<file path="src/rtl/enc_sched_pkg.sv">
// Shared constants and types for the ECC encoder request scheduler:
// width codes, FSM state encoding and the MSB-alignment helper.
package enc_sched_pkg;

    localparam logic [1:0] W_SMALL   = 2'b00;
    localparam logic [1:0] W_MEDIUM  = 2'b01;
    localparam logic [1:0] W_LARGE   = 2'b10;
    localparam logic [1:0] W_INVALID = 2'b11;

    localparam int SH_SMALL  = 28;
    localparam int SH_MEDIUM = 21;
    localparam int SH_LARGE  = 6;

    typedef enum logic [1:0] {
        S_IDLE  = 2'd0,
        S_ISSUE = 2'd1,
        S_WAIT  = 2'd2,
        S_RESP  = 2'd3
    } state_e;

    // Payload is right-justified; the encoder wants it MSB-aligned with zero low bits.
    function automatic logic [31:0] align_data(input logic [25:0] data, input logic [1:0] width);
        logic [31:0] r;
        r = '0;
        case (width)
            W_SMALL:  r = 32'(data[3:0]) << SH_SMALL;
            W_MEDIUM: r = 32'(data[10:0]) << SH_MEDIUM;
            W_LARGE:  r = 32'(data[25:0]) << SH_LARGE;
            default:  r = '0;
        endcase
        return r;
    endfunction

endpackage

</file>
<file path="src/rtl/enc_rr_arbiter.sv">
// Two-way round-robin grant: on a tie the requester that did not win last time is granted.
module enc_rr_arbiter (
    input  logic valid0,
    input  logic valid1,
    input  logic last_grant,
    output logic gnt0,
    output logic gnt1
);

    assign gnt0 = valid0 && (!valid1 || last_grant);
    assign gnt1 = valid1 && (!valid0 || !last_grant);

endmodule

</file>
<file path="src/rtl/enc_req_scheduler.sv">
// Shares one ECC encoder between a register-path and a DMA-path requester, one operation in flight.
// Optional per-requester completion counters cnt0/cnt1 are built when ENC_SCHED_STATS_EN is defined.
//
//  state   | meaning
//  S_IDLE  | ready offered to the granted requester, waiting for a request
//  S_ISSUE | first cycle of encoder inputs driven from latched request
//  S_WAIT  | encoder latency; codeword captured on the last cycle
//  S_RESP  | response held on the owner's channel until accepted
module enc_req_scheduler
    import enc_sched_pkg::*;
#(
    parameter int ENC_LATENCY = 1
`ifdef ENC_SCHED_STATS_EN
    ,
    parameter int CNT_WIDTH = 16
`endif
) (
    input  logic        clk,
    input  logic        rst,
    input  logic        req0_valid,
    output logic        req0_ready,
    input  logic [25:0] req0_data,
    input  logic [1:0]  req0_width,
    input  logic        req1_valid,
    output logic        req1_ready,
    input  logic [25:0] req1_data,
    input  logic [1:0]  req1_width,
    output logic        rsp0_valid,
    input  logic        rsp0_ready,
    output logic [31:0] rsp0_code,
    output logic        rsp0_err,
    output logic        rsp1_valid,
    input  logic        rsp1_ready,
    output logic [31:0] rsp1_code,
    output logic        rsp1_err,
    output logic [31:0] enc_data,
    output logic        enc_small,
    output logic        enc_medium,
    output logic        enc_large,
    input  logic [31:0] enc_out
`ifdef ENC_SCHED_STATS_EN
    ,
    output logic [CNT_WIDTH-1:0] cnt0,
    output logic [CNT_WIDTH-1:0] cnt1
`endif
);

    localparam int WCW = (ENC_LATENCY > 1) ? $clog2(ENC_LATENCY) : 1;

    state_e      state_q, state_d;
    logic [25:0] data_q;
    logic [1:0]  width_q;
    logic        owner_q;
    logic        last_grant_q;
    logic [31:0] code_q;
    logic        err_q;
    logic [WCW-1:0] wait_cnt_q;

    logic        gnt0, gnt1;
    logic        acc, acc_owner;
    logic [25:0] acc_data;
    logic [1:0]  acc_width;
    logic        wait_done, rsp_hs, enc_active;

    enc_rr_arbiter u_arb (
        .valid0     (req0_valid),
        .valid1     (req1_valid),
        .last_grant (last_grant_q),
        .gnt0       (gnt0),
        .gnt1       (gnt1)
    );

    // Ready is gated by reset so every output reads 0 while reset is held.
    assign req0_ready = rst && (state_q == S_IDLE) && gnt0;
    assign req1_ready = rst && (state_q == S_IDLE) && gnt1;

    assign acc       = (req0_valid && req0_ready) || (req1_valid && req1_ready);
    assign acc_owner = req1_ready;
    assign acc_data  = acc_owner ? req1_data  : req0_data;
    assign acc_width = acc_owner ? req1_width : req0_width;

    assign wait_done  = (state_q == S_WAIT) && (wait_cnt_q == '0);
    assign rsp_hs     = (state_q == S_RESP) && (owner_q ? rsp1_ready : rsp0_ready);
    assign enc_active = (state_q == S_ISSUE) || (state_q == S_WAIT);

    assign enc_data   = enc_active ? align_data(data_q, width_q) : '0;
    assign enc_small  = enc_active && (width_q == W_SMALL);
    assign enc_medium = enc_active && (width_q == W_MEDIUM);
    assign enc_large  = enc_active && (width_q == W_LARGE);

    assign rsp0_valid = (state_q == S_RESP) && !owner_q;
    assign rsp1_valid = (state_q == S_RESP) && owner_q;
    assign rsp0_code  = rsp0_valid ? code_q : '0;
    assign rsp1_code  = rsp1_valid ? code_q : '0;
    assign rsp0_err   = rsp0_valid && err_q;
    assign rsp1_err   = rsp1_valid && err_q;

    always_ff @(posedge clk or negedge rst) begin
        if (!rst) begin
            state_q <= S_IDLE;
        end else begin
            state_q <= state_d;
        end
    end

    always_comb begin
        state_d = state_q;
        case (state_q)
            S_IDLE: begin
                if (acc) begin
                    state_d = (acc_width == W_INVALID) ? S_RESP : S_ISSUE;
                end
            end
            S_ISSUE: state_d = S_WAIT;
            S_WAIT: begin
                if (wait_done) begin
                    state_d = S_RESP;
                end
            end
            S_RESP: begin
                if (rsp_hs) begin
                    state_d = S_IDLE;
                end
            end
            default: state_d = S_IDLE;
        endcase
    end

    always_ff @(posedge clk or negedge rst) begin
        if (!rst) begin
            data_q       <= '0;
            width_q      <= W_SMALL;
            owner_q      <= 1'b0;
            last_grant_q <= 1'b1;
            code_q       <= '0;
            err_q        <= 1'b0;
            wait_cnt_q   <= '0;
        end else begin
            if (acc) begin
                data_q       <= acc_data;
                width_q      <= acc_width;
                owner_q      <= acc_owner;
                last_grant_q <= acc_owner;
                code_q       <= '0;
                err_q        <= (acc_width == W_INVALID);
            end
            if (state_q == S_ISSUE) begin
                wait_cnt_q <= WCW'(ENC_LATENCY - 1);
            end else if ((state_q == S_WAIT) && (wait_cnt_q != '0)) begin
                wait_cnt_q <= wait_cnt_q - 1'b1;
            end
            if (wait_done) begin
                code_q <= enc_out;
            end
        end
    end

`ifdef ENC_SCHED_STATS_EN
    logic good_hs;
    assign good_hs = rsp_hs && !err_q;

    always_ff @(posedge clk or negedge rst) begin
        if (!rst) begin
            cnt0 <= '0;
            cnt1 <= '0;
        end else if (good_hs) begin
            if (!owner_q && (cnt0 != '1)) begin
                cnt0 <= cnt0 + CNT_WIDTH'(1);
            end
            if (owner_q && (cnt1 != '1)) begin
                cnt1 <= cnt1 + CNT_WIDTH'(1);
            end
        end
    end
`endif

endmodule
</file>
<file path="config.mk">
export PLATFORM = sky130hd
export DESIGN_NAME = enc_req_scheduler
export DESIGN_NICKNAME = d
export VERILOG_FILES = /design/src/rtl/enc_sched_pkg.sv /design/src/rtl/enc_rr_arbiter.sv /design/src/rtl/enc_req_scheduler.sv
export SDC_FILE = /design/constraint.sdc
export NUM_CORES = 1
export LEC_CHECK = 0
export BUFFER_PORTS_ARGS = -buffer_cell sky130_fd_sc_hd__clkbuf_2
export CORE_UTILIZATION = 36
export CTS_CLUSTER_SIZE = 20
export DETAILED_ROUTE_END_ITERATION = 8
export PLACE_DENSITY = 0.66
export SETUP_SLACK_MARGIN = 0.4
export SYNTH_ARGS = -nofsm -noshare
export SYNTH_HDL_FRONTEND = slang
export SYNTH_SLANG_ARGS = --single-unit
</file>
<file path="constraint.sdc">
create_clock -name clk -period 1.8 [get_ports clk]
set_input_delay 0.27 -clock clk [delete_from_list [all_inputs] [get_ports clk]]
set_output_delay 0.27 -clock clk [all_outputs]
set_load 0.02 [all_outputs]
</file>
== Word-level counts from Yosys, hierarchy flattened ==
Cells that the tools add are included.
W data, S select, Z words.
Storage, ports and cells
  register bits: 66
  input bits: 94
  output and inout port bits: 105
  logic and storage cells: 65
Cells by class
  add/subtract/negate cells: 1
  equal/unequal tests: 9
  muxes and demuxes: 16
  bitwise logic cells: 1
  reductions and logical operators: 30
Operators by type and width (count)
  $mux W32: 5
  $pmux W32 S3: 1
  $mux W26: 1
  $logic_and A1 B1 Y1: 17
  $mux W2: 5
  $eq A2 B2 Y1 const B: 4
  $pmux W2 S4: 1
  $ne A2 B2 Y1 const B: 3
  $eq A2 B1 Y1 const B: 2
  $logic_not A1 Y1: 4
  $logic_not A2 Y1: 2
  $logic_or A1 B1 Y1: 4
  $reduce_bool A2 Y1: 2
  $mux W1: 3
  $reduce_and A3 Y1: 1
  $not A1 Y1: 1
  $sub A1 B1 Y1 const B: 1

== Longest topological paths before layout ==
Gate-level depths: netlist (run 1).
  word-level depth: 9
  mapped depth: 8
  gate-level depth less buffers: 6

== Hierarchy ==
From an unflattened synthesis (run 1), not the netlist that was laid out.
Second synthesis, totals
  cell total of the unflattened synthesis: 431
  area, all modules: 3898.7 sq um
By module, submodules not included
  enc_req_scheduler: times used 1, cells each 428, area each 3880.0 sq um, seq. area each 1652.8 sq um
  enc_rr_arbiter: times used 1, cells each 3, area each 18.8 sq um, seq. area each 0.0 sq um

== Worst setup path after synthesis (run 1) ==
No wires, ideal clock.
  kind: register -> output
  start point: reg state_q[1]
  end point: out enc_data[12]
  arrival: 1.483 ns
  data required time: 1.530 ns
  path slack: 0.047 ns
  cell stages (with the launch flop): 6
  buffers on the path: 1
  cells stage by stage: dfrtp_1 > inv_1 > ha_1 > and3b_1 > buf_2 > and2_1
On the way
  word-level cells in the longest chain between the ends: 3
  elaborated cells between the ends (all ways): 4
  classes of those cells: 2 x eq/ne; 1 x mux; 1 x reduce/logical
RTL lines
  start, declared: line enc_req_scheduler.sv:50  | state_e state_q, state_d;
  start signal, assigned: line enc_req_scheduler.sv:102  | state_q <= state_d;
  $eq A2 B1 Y1 or $eq A2 B2 Y1 (tied branches): line enc_req_scheduler.sv:84  | assign enc_active = (state_q == S_ISSUE) || (state_q == S_WAIT);
  $logic_or A1 B1 Y1 *: line enc_req_scheduler.sv:84
  $mux W32 *: line enc_req_scheduler.sv:86  | assign enc_data = enc_active ? align_data(data_q, width_q) : '0;
  end, declared: line enc_req_scheduler.sv:36  | output logic [31:0] enc_data,
Mark *: on every way between the ends. The rest lies on a longest branch, timed or not.

== Final worst setup path (run 1) ==
  start point: reg state_q[1]
  end point: out enc_data[22]
Same word-level chain as after synthesis.

==> flow_summary.json, run 1 <==
{
  "cts_sinks": 66,
  "multi_input_area_um2": 2420,
  "grt_pass1_wl_um": 18600,
  "min_delay_worst_endpoint": "code_q[8]",
  "final.setup.worst_slack_ps": -377,
  "drt_first_pass_iters": 4,
  "min-delay-path-class": "input port to register",
  "setup_viol": 103,
  "worst-path-max-fanout": 23,
  "synth_cells": 432,
  "num-nets-final": 768,
  "drt-vias-per-instance": 4.97,
  "met2RoutedLength_um": 6690,
  "row_count": 37,
  "die_area_um2": 11000,
  "detail-route-antenna-nets": 0,
  "die_x_um": 105,
  "status": "finished, violations left",
  "antennaDiodeCount": 0,
  "total_number_of_vias": 4012,
  "min_path_cells": 3,
  "drt-met1-wl_um": 5700,
  "cts-root-to-sink-buffers": 2,
  "detail_route.wl_per_cell_um": 16.8,
  "timing.hold.worst.start": "enc_out[8]",
  "layout_worst_path_cycle_share": 1.21,
  "slew_viol_final": 0,
  "violated_checks": "negative setup slack",
  "routed-wl-met3_um": 800,
  "grt_overflow": 0,
  "reg2regPathDepth": 10,
  "cts.htree.levels": 3,
  "ios": 199,
  "clock.fmax_mhz": 459,
  "die-height_um": 105,
  "dpl.cell_count": 743,
  "dp_hpwl_um": 7800,
  "required_ps": 1530,
  "fin_skew_ps": 7.17,
  "synth_edf_count": 0,
  "synth.area.top_cells": "dfrtp_1 43%, nand2_1 10%, mux2i_1 9.0%, and2_1 8.9%, and3_1 5.6%",
  "detail_route.drc_violations": 0,
  "rr_startpoint": "state_q[1]",
  "mappedNetlistArea_um2": 3790,
  "number_of_buffers_added_on_ports": 192,
  "grt_setup_unrepaired": "yes",
  "yosys_synthesis_warning_count": 0,
  "drive_gt1_frac": 0.602,
  "cts.root.buffer_cell": "clkbuf_8",
  "worst_setup_path_end_kind": "output pin",
  "place_congestion": 0.844,
  "antenna_found_initial": 0,
  "timing.critical_path.arrival_ps": 1910,
  "postSynthAreaPerCell_um2": 8.78,
  "yosysTopAreaCellShare": 0.429,
  "cts_made_buffers": 9,
  "count_of_final_hold_check_violations": 0,
  "detailedRoute.firstIterationViolations": 160,
  "synth_sequential_area_ratio": 0.436,
  "areaGrowthSynthToFinish_pct": 75.4,
  "maxUsedRoutingLayer": "met4",
  "regToRegSetupSlack_ps": -100,
  "fillCellCount": 820,
  "worstSetupStartpointType": "register",
  "synth_cell_types": 33,
  "reg_to_reg_critical_path_endpoint": "state_q[1]",
  "power_density_nw_per_um2": 1540,
  "power_leakage_nw": 3.44,
  "tightestPinTransition_ps": 748,
  "ys_seq_elements": 66,
  "async_flop_share": 1.00,
  "wirelength_um": 13500,
  "pin_count_of_the_biggest_net_entering_global_routing": 59,
  "worst_setup_hold_path_clk_slew_ps": 70,
  "clk_latency_ps": 340,
  "layout.cells.non_filler": 807,
  "cts_tree": "built",
  "p_total_mw": 10.3,
  "synthFlopType": "dfrtp_1",
  "gr-usage-all-layers": 0.216,
  "period_needed_ps": 2180,
  "critical_path_class": "register to output pin",
  "core_area_um2": 10300,
  "synth_top_area_cell": "dfrtp_1",
  "peakVddDrop_uv": 865,
  "initial_utilization": 0.369,
  "max_capacitance_violation_count": 0,
  "first_global_vias": 3677,
  "ff_latch_area_um2": 1660,
  "timing.max_slew.rel_slack": 0.502
}
worst max-delay path, stage by stage, from the launching register on:
cell	delay, ps
dfrtp_1	400
buf_6	130
inv_4	50
ha_4	190
and3b_2	220
buf_12	160
a22o_4	240
clkbuf_2	160
worst max-delay path by stage:
stage                    start  slack [ps]  cells past startpoint             to
floorplan           state_q[1]         170                      5   enc_data[24]
global placement    state_q[0]        -150                      4  rsp0_code[19]
detailed placement  state_q[0]        -270                      4  rsp0_code[25]
CTS                 state_q[0]        -390                      7   enc_data[23]
global route        state_q[1]        -440                      7   enc_data[22]
finish              state_q[1]        -380                      7   enc_data[22]
routing by layer:
metal  GRT usage  up-vias
li1            -     1913
met1       0.265     1870
met2       0.374      200
met3      0.0412       29
met4      0.0835        0
met5           0        -
per-stage QoR:
stage          worst slack (ps)  setup TNS, ps  hold slack, ps  utilization  area, µm²
6_report                   -377         -23390             123        0.648       6660
3_5_place_dp               -269          -9330             123        0.496       5100
5_1_grt                    -444         -30400             117        0.648       6660
2_1_floorplan               168              0           -25.6            -       4000
4_1_cts                    -385         -18280             105        0.569       5850
3_3_place_gp               -154          -5040             126        0.496       5100
repair_timing:
action                                 CTS  global route
pin swaps                               34            31
cloned                                   4            10
endpoints found under the hold margin    7             0
setup endpoints to repair              164           164
gates resized for setup                 72           176
setup buffers                           18            17
hold buffers                             2             0
final cells by class:
cell class / count / share of cell area
clock buffer: 13 / 0.0239
inverter: 5 / 0.00357
multi-input combinational: 328 / 0.364
sequential: 66 / 0.249
tap: 136 / 0.0256
timing repair buffer: 259 / 0.334
cells in the mapped netlist, types with 3 or more instances:
cell	count
nand2_1	101
ha_1	5
nor2b_1	3
nand3_1	32
buf_2	13
inv_1	5
mux2i_1	34
and2_1	54
clkbuf_1	16
buf_4	6
o21ai_0	7
and3_1	34
o21ai_1	27
a22o_1	7
dfrtp_1	65
buf_12	4
power breakdown:
part | switching, mW | total [mW] | internal [mW]
Sequential | 0.657 | 2.83 | 2.17
Clock | 0.537 | 1.09 | 0.555
Combinational | 3.10 | 6.35 | 3.25
registers in the layout (all words and copies together) (netlist names):
signal        flops
code_q           32
data_q           26
err_q             1
last_grant_q      1
owner_q           1
state_q           2
wait_cnt_q        1
width_q           2
cell usage in the layout, fill, tap and decap left out, types with 3 or more instances in the layout:
| cell type | count |
|---|---|
| dfrtp_2 | 3 |
| and3_1 | 14 |
| nand2_2 | 13 |
| and2_1 | 4 |
| o21ai_0 | 5 |
| nand3_1 | 18 |
| nand3_2 | 12 |
| buf_12 | 15 |
| mux2i_2 | 7 |
| mux2i_1 | 26 |
| buf_2 | 14 |
| and3_4 | 20 |
| buf_6 | 50 |
| conb_1 | 6 |
| clkbuf_16 | 6 |
| a22o_4 | 7 |
| clkbuf_8 | 20 |
| buf_8 | 8 |
| and2_4 | 15 |
| o21ai_1 | 28 |
| and2_2 | 36 |
| clkbuf_2 | 131 |
| buf_4 | 22 |
| dfrtp_1 | 62 |
| nand2_1 | 88 |
logic make-up after synthesis:
group | synth area share
AND/OR/NAND/NOR | 0.303
other | 0.000988
multiplexers | 0.0897
flip-flops | 0.436
adder cells (fa/ha/maj) | 0.0165
buffers and inverters | 0.0719
AO/OA/AOI/OAI | 0.0821
Note: power is estimated with default switching activity, not from simulation.
==> run 2: changes to the inputs <==
--- a/config.mk
+++ b/config.mk
@@ -13,4 +13,5 @@
 export SETUP_SLACK_MARGIN = 0.4
 export SYNTH_ARGS = -nofsm -noshare
 export SYNTH_HDL_FRONTEND = slang
+export SYNTH_HIERARCHICAL = 1
 export SYNTH_SLANG_ARGS = --single-unit
==> run 2 against run 1 <==
The run still ends with negative setup slack left. First-iteration DRC count fell by 3.1%. Non-clock buffer count rose by 7. Utilization rose by 0.61 points. Critical path depth fell by 1. Routed wire length rose by 0.43%. Synthesized cell count fell by 0.23%. Combinational power fell by 2%. Total power rose by 2.4%. Die area rose by 2.7%.
==> flow_summary.json, run 2 <==
{
  "p_total_mw": 10.5,
  "detailedRoute.firstIterationViolations": 155,
  "gr-usage-all-layers": 0.206,
  "synth-adder-area-share": 0.0128,
  "fin_skew_ps": 9.28,
  "grt_setup_unrepaired": "yes",
  "worst-path-max-fanout": 23,
  "synth.most_common_cell": "nand2_1",
  "async_flop_share": 1.00,
  "count_of_final_hold_check_violations": 0,
  "fillCellCount": 805,
  "simple_gate_portion_of_the_synthesized_area": 0.261,
  "synth_compound_area_frac": 0.144,
  "synth_cells": 431,
  "synth_mux_area_frac": 0.0911,
  "die_x_um": 106,
  "setup_viol": 95,
  "routed-wl-met3_um": 845,
  "peakVddDrop_uv": 960,
  "antennaDiodeCount": 0,
  "cts_sinks": 66,
  "drt-met1-wl_um": 5610,
  "layout_worst_path_cycle_share": 1.17,
  "timing.max_slew.rel_slack": 0.493,
  "layout.cells.most_common": "clkbuf_2",
  "drt-vias-per-instance": 4.99,
  "areaGrowthSynthToFinish_pct": 74.6,
  "cts_tree": "built",
  "num-nets-final": 773,
  "total_number_of_vias": 4071,
  "required_ps": 1530,
  "largest_family_of_logic_cells_by_synthesized_area": "simple AND/OR/NAND/NOR gates",
  "power_density_nw_per_um2": 1540,
  "timing.critical_path.arrival_ps": 1830,
  "antenna_found_initial": 0,
  "synth.area.top_cells": "dfrtp_1 42%, nand2_1 9.6%, mux2i_1 8.7%, and2_1 8.7%, o21ai_2 6.7%",
  "synthFlopType": "dfrtp_1",
  "top_regs": "code_q (32), data_q (26)",
  "cts.root.buffer_cell": "clkbuf_8",
  "synth_cell_types": 31,
  "worst_hold_check_slack_ps": 128,
  "pin_count_of_the_biggest_net_entering_global_routing": 35,
  "slew_viol_final": 0,
  "detail_route.drc_violations": 0,
  "first_global_vias": 3565,
  "max_stage_delay_ps": 410,
  "critical_path.slowest_cell": "dfrtp_1",
  "clock.fmax_mhz": 476,
  "grt_pass1_wl_um": 18100,
  "most-common-layout-cells": "122 x clkbuf_2, 80 x nand2_1, 63 x dfrtp_1, 49 x buf_4, 47 x o21ai_2",
  "worst_setup_hold_path_clk_slew_ps": 80,
  "detail_route.wl_per_cell_um": 16.7,
  "final.setup.worst_slack_ps": -303,
  "cts_made_buffers": 9,
  "met2RoutedLength_um": 6970,
  "clk_latency_ps": 340,
  "number_of_buffers_added_on_ports": 192,
  "largest_register_ffs": 32,
  "max_capacitance_violation_count": 0,
  "violated_checks": "negative setup slack",
  "yosys_synthesis_warning_count": 6,
  "ys_top_cells_by_count": "100 x nand2_1, 65 x dfrtp_1, 54 x and2_1, 36 x o21ai_0",
  "detail-route-antenna-nets": 0,
  "status": "finished, violations left",
  "row_count": 37,
  "min-delay-path-class": "input port to register",
  "timing.setup.tns_ps": -18950,
  "drt_first_pass_iters": 6,
  "ys_seq_elements": 66,
  "tightestPinTransition_ps": 758,
  "maxUsedRoutingLayer": "met4",
  "die_area_um2": 11200,
  "initial_utilization": 0.374,
  "cts-root-to-sink-buffers": 2,
  "synth-xor-area-share": 0,
  "cell_by_cell_trace_of_the_critical_path": "inv_2, ha_4, and3b_2, buf_12, a22o_1, buf_2",
  "yosysTopAreaCellShare": 0.417,
  "worst_setup_path_end_kind": "output pin",
  "pre_cts_slack_ps": 23.2,
  "cts.htree.levels": 3,
  "critical_path_class": "register to output pin",
  "synth_edf_count": 0,
  "wirelength_um": 13600,
  "ios": 199,
  "core_area_um2": 10400,
  "power_leakage_nw": 3.66,
  "mappedNetlistArea_um2": 3900,
  "drive_gt1_frac": 0.647,
  "dp_hpwl_um": 7970,
  "die-height_um": 106,
  "synth_top_area_cell": "dfrtp_1",
  "worstSetupStartpointType": "register",
  "place_congestion": 0.805,
  "grt_overflow": 0,
  "regToRegSetupSlack_ps": 120,
  "top_register": "code_q",
  "period_needed_ps": 2100,
  "synth_sequential_area_ratio": 0.424,
  "postSynthAreaPerCell_um2": 9.05
}
## run 2: cell types whose count changed after synthesis, sizes merged, moves of 2 or more
cell,change
a21boi,+2
a21o,-2
a22o,+2
nand3,-30
o211ai,-2
o21ai,+32
## run 2: cells by family after synthesis
family | Yosys count
simple gates | 199
compound gates | 81
flops | 66
buf+inv | 45
mux | 35
fa+ha+maj | 4
other cells | 1
## run 2: critical path: cells and delay by family (launching register included)
family,cells,cell delay (ps)
adder cells (fa/ha/maj),1,200
buffers and inverters,3,420
AO/OA/AOI/OAI,1,240
flip-flops,1,410
AND/OR/NAND/NOR,1,220
## run 2: routing by layer
layer	vias to the layer above	GRT usage
met2	190	0.360
met1	1943	0.257
li1	1924	-
met4	0	0.0665
met5	-	0
met3	14	0.0362
## run 2: final timing paths
check | depth (start not counted) | from | to
worst min register to register | 2 | data_q[22] | data_q[22]
worst min-delay path | 3 | enc_out[21] | code_q[21]
max in group asynchronous | 2 | rst | owner_q
worst max-delay path | 6 | state_q[0] | enc_data[22]
min in group asynchronous | 2 | rst | code_q[17]
worst max register to register | 6 | state_q[0] | state_q[0]
## run 2: cell type report
| cell class | instances | area (µm²) | share of cell area |
|---|---|---|---|
| multi-input combinational | 328 | 2550 | 0.374 |
| timing repair buffer | 266 | 2190 | 0.322 |
| sequential | 66 | 1660 | 0.243 |
| tap | 136 | 170 | 0.0250 |
| clock buffer | 12 | 155 | 0.0228 |
| clock inverter | 4 | 73.8 | 0.0108 |
| inverter | 4 | 15.0 | 0.00221 |
## run 2: timing repair
| action | 4_1_cts | 5_1_grt |
|---|---|---|
| hold buffers | 2 | 0 |
| endpoints found under the hold margin | 14 | 0 |
| gates resized for setup | 83 | 173 |
| gates cloned | 2 | 19 |
| buffers inserted | 10 | 26 |
| endpoints found under the setup margin | 164 | 164 |
| pin swaps | 38 | 19 |
## run 2: where the power goes
part | total, mW | internal [mW] | leakage, nW | switching, mW
clock network | 1.43 | 0.857 | 0.117 | 0.570
logic | 6.23 | 3.21 | 2.72 | 3.02
registers | 2.85 | 2.18 | 0.822 | 0.671
total | 10.5 | 6.25 | 3.66 | 4.26
## run 2: metrics by stage
stage | instance area (µm²) | std cells | utilization
after floorplan | 4110 | 436 | -
after global placement | 5170 | 741 | 0.496
after detailed placement | 5170 | 741 | 0.496
after CTS | 5800 | 771 | 0.557
after global routing | 6810 | 816 | 0.654
final | 6810 | 816 | 0.654
==> run 3: changes to the inputs <==
--- a/config.mk
+++ b/config.mk
@@ -7,6 +7,7 @@
 export LEC_CHECK = 0
 export BUFFER_PORTS_ARGS = -buffer_cell sky130_fd_sc_hd__clkbuf_2
 export CORE_UTILIZATION = 36
+export CTS_BUF_LIST = sky130_fd_sc_hd__clkbuf_8
 export CTS_CLUSTER_SIZE = 20
 export DETAILED_ROUTE_END_ITERATION = 8
 export PLACE_DENSITY = 0.66
==> run 3 against run 2 <==
The run still ends with negative setup slack left. Critical path depth unchanged. Register-to-register slack about the same. Sequential power barely moved. Maximum frequency unchanged. Clock power barely moved. Global-route usage unchanged. Routed wire length barely moved. Clock skew barely moved. Worst setup slack did not move. Hold slack did not move. Highest routed layer unchanged.
==> flow_summary.json, run 3 (synthesized netlist as in run 2, its figures left out) <==
{
  "gr-usage-all-layers": 0.206,
  "p_seq_frac": 0.272,
  "place_congestion": 0.805,
  "violated_checks": "negative setup slack",
  "die_area_um2": 11200,
  "grt_pass1_wl_um": 18100,
  "cts_tree": "built",
  "core_area_um2": 10400,
  "finalCoreUtilization": 0.654,
  "first_global_vias": 3565,
  "worst_setup_hold_path_clk_slew_ps": 80,
  "cts_made_buffers": 9,
  "num-nets-final": 773,
  "dp_hpwl_um": 7970,
  "drt-met1-wl_um": 5610,
  "most-common-layout-cells": "122 x clkbuf_2, 80 x nand2_1, 63 x dfrtp_1, 49 x buf_4, 47 x o21ai_2",
  "maxUsedRoutingLayer": "met4",
  "detail_route.drc_violations": 0,
  "switching_power_mw": 4.26,
  "pre_cts_slack_ps": 23.2,
  "total_number_of_vias": 4071,
  "count_of_final_hold_check_violations": 0,
  "tightestPinTransition_ps": 758,
  "antennaDiodeCount": 0,
  "wirelength_um": 13600,
  "peakVddDrop_uv": 960,
  "layout_worst_path_cycle_share": 1.17,
  "clock.fmax_mhz": 476,
  "p_total_mw": 10.5,
  "detail_route.wl_per_cell_um": 16.7,
  "required_ps": 1530,
  "cts-root-to-sink-buffers": 2,
  "period_needed_ps": 2100,
  "power_leakage_nw": 3.66,
  "detail-route-antenna-nets": 0,
  "worstSetupStartpointType": "register",
  "cts.root.buffer_cell": "clkbuf_8",
  "grt_setup_unrepaired": "yes",
  "antenna_found_initial": 0,
  "areaGrowthSynthToFinish_pct": 74.6,
  "top_regs": "code_q (32), data_q (26)",
  "die_x_um": 106,
  "largest_register_ffs": 32,
  "layout.cells.most_common": "clkbuf_2",
  "final.setup.worst_slack_ps": -303,
  "fin_skew_ps": 9.70,
  "power_density_nw_per_um2": 1540,
  "number_of_buffers_added_on_ports": 192,
  "drt_first_pass_iters": 6,
  "cts.htree.levels": 3,
  "row_count": 37,
  "die-height_um": 106,
  "clockPowerShare": 0.135,
  "worst-path-max-fanout": 23,
  "pin_count_of_the_biggest_net_entering_global_routing": 35,
  "power_frac_comb": 0.593,
  "critical_path_class": "register to output pin",
  "initial_utilization": 0.374,
  "power.internal_mw": 6.25,
  "detailedRoute.firstIterationViolations": 155,
  "top_register": "code_q",
  "setup_viol": 95,
  "clk_latency_ps": 340,
  "timing.max_slew.rel_slack": 0.493,
  "drt-vias-per-instance": 4.99,
  "max_capacitance_violation_count": 0,
  "drive_gt1_frac": 0.647,
  "ios": 199,
  "status": "finished, violations left",
  "cts_sinks": 66,
  "p_sw_frac": 0.406,
  "timing.critical_path.arrival_ps": 1830,
  "min-delay-path-class": "input port to register",
  "worst_setup_path_end_kind": "output pin",
  "routed-wl-met3_um": 845,
  "slew_viol_final": 0,
  "met2RoutedLength_um": 6970,
  "grt_overflow": 0
}
run 3: cell count changes in the layout (fill, tap and decap cells not counted), sizes merged:
cell    change
clkbuf      -1
inv         +1
run 3: power groups by stage:
| stage | combinational, mW | clock [mW] | sequential [mW] |
|---|---|---|---|
| floorplan | 3.07 | 0 | 2.53 |
| global placement | 4.01 | 0 | 2.76 |
| detailed placement | 4.13 | 0 | 2.78 |
| CTS | 4.94 | 1.45 | 2.78 |
| global route | 6.68 | 1.52 | 2.94 |
| finish | 6.23 | 1.42 | 2.85 |
run 3: worst max-delay path, cell delays in order (launching register included):
cell and delay (ps):
dfrtp_1 410, inv_2 100, ha_4 200, and3b_2 220, buf_12 160, a22o_1 240, buf_2 160
run 3: what timing repair did:
action	4_1_cts	5_1_grt
endpoints found under the setup margin	164	164
endpoints found under the hold margin	14	0
resized for setup	83	173
buffers inserted	10	26
cloned	2	19
hold buffers	2	0
pin swaps	38	19
run 3: through the flow:
step / cell area, µm² / hold WS [ps] / setup TNS, ps / cells
2_1_floorplan: 4110 / -25.6 / 0 / 436
3_3_place_gp: 5170 / 175 / 0 / 741
3_5_place_dp: 5170 / 181 / 0 / 741
4_1_cts: 5800 / 79.4 / -16510 / 771
5_1_grt: 6810 / 127 / -23650 / 816
6_report: 6810 / 128 / -18950 / 816
run 3: metal layers:
layer	GRT usage	vias up
li1	-	1924
met1	0.257	1943
met2	0.360	190
met3	0.0362	14
met4	0.0665	0
met5	0	-
run 3: path summary, 6_finish.rpt:
check | cells after the start | slack (ps) | from | to
hold / removal | 3 | 130 | enc_out[21] | code_q[21]
min in group asynchronous | 2 | 170 | rst | code_q[17]
setup / recovery | 6 | -300 | state_q[0] | enc_data[22]
setup reg to reg | 6 | 120 | state_q[0] | state_q[0]
hold reg to reg | 2 | 510 | data_q[22] | data_q[22]
max in group asynchronous | 2 | 610 | rst | owner_q
run 3: layout make-up:
class / instances / area, µm²
fillers: 805 / 3610
multi-input cells: 328 / 2550
repair buffers: 266 / 2190
inverters: 4 / 15.0
clock inverters: 5 / 77.6
well taps: 136 / 170
flip-flops and latches: 66 / 1660
clock buffers: 11 / 151
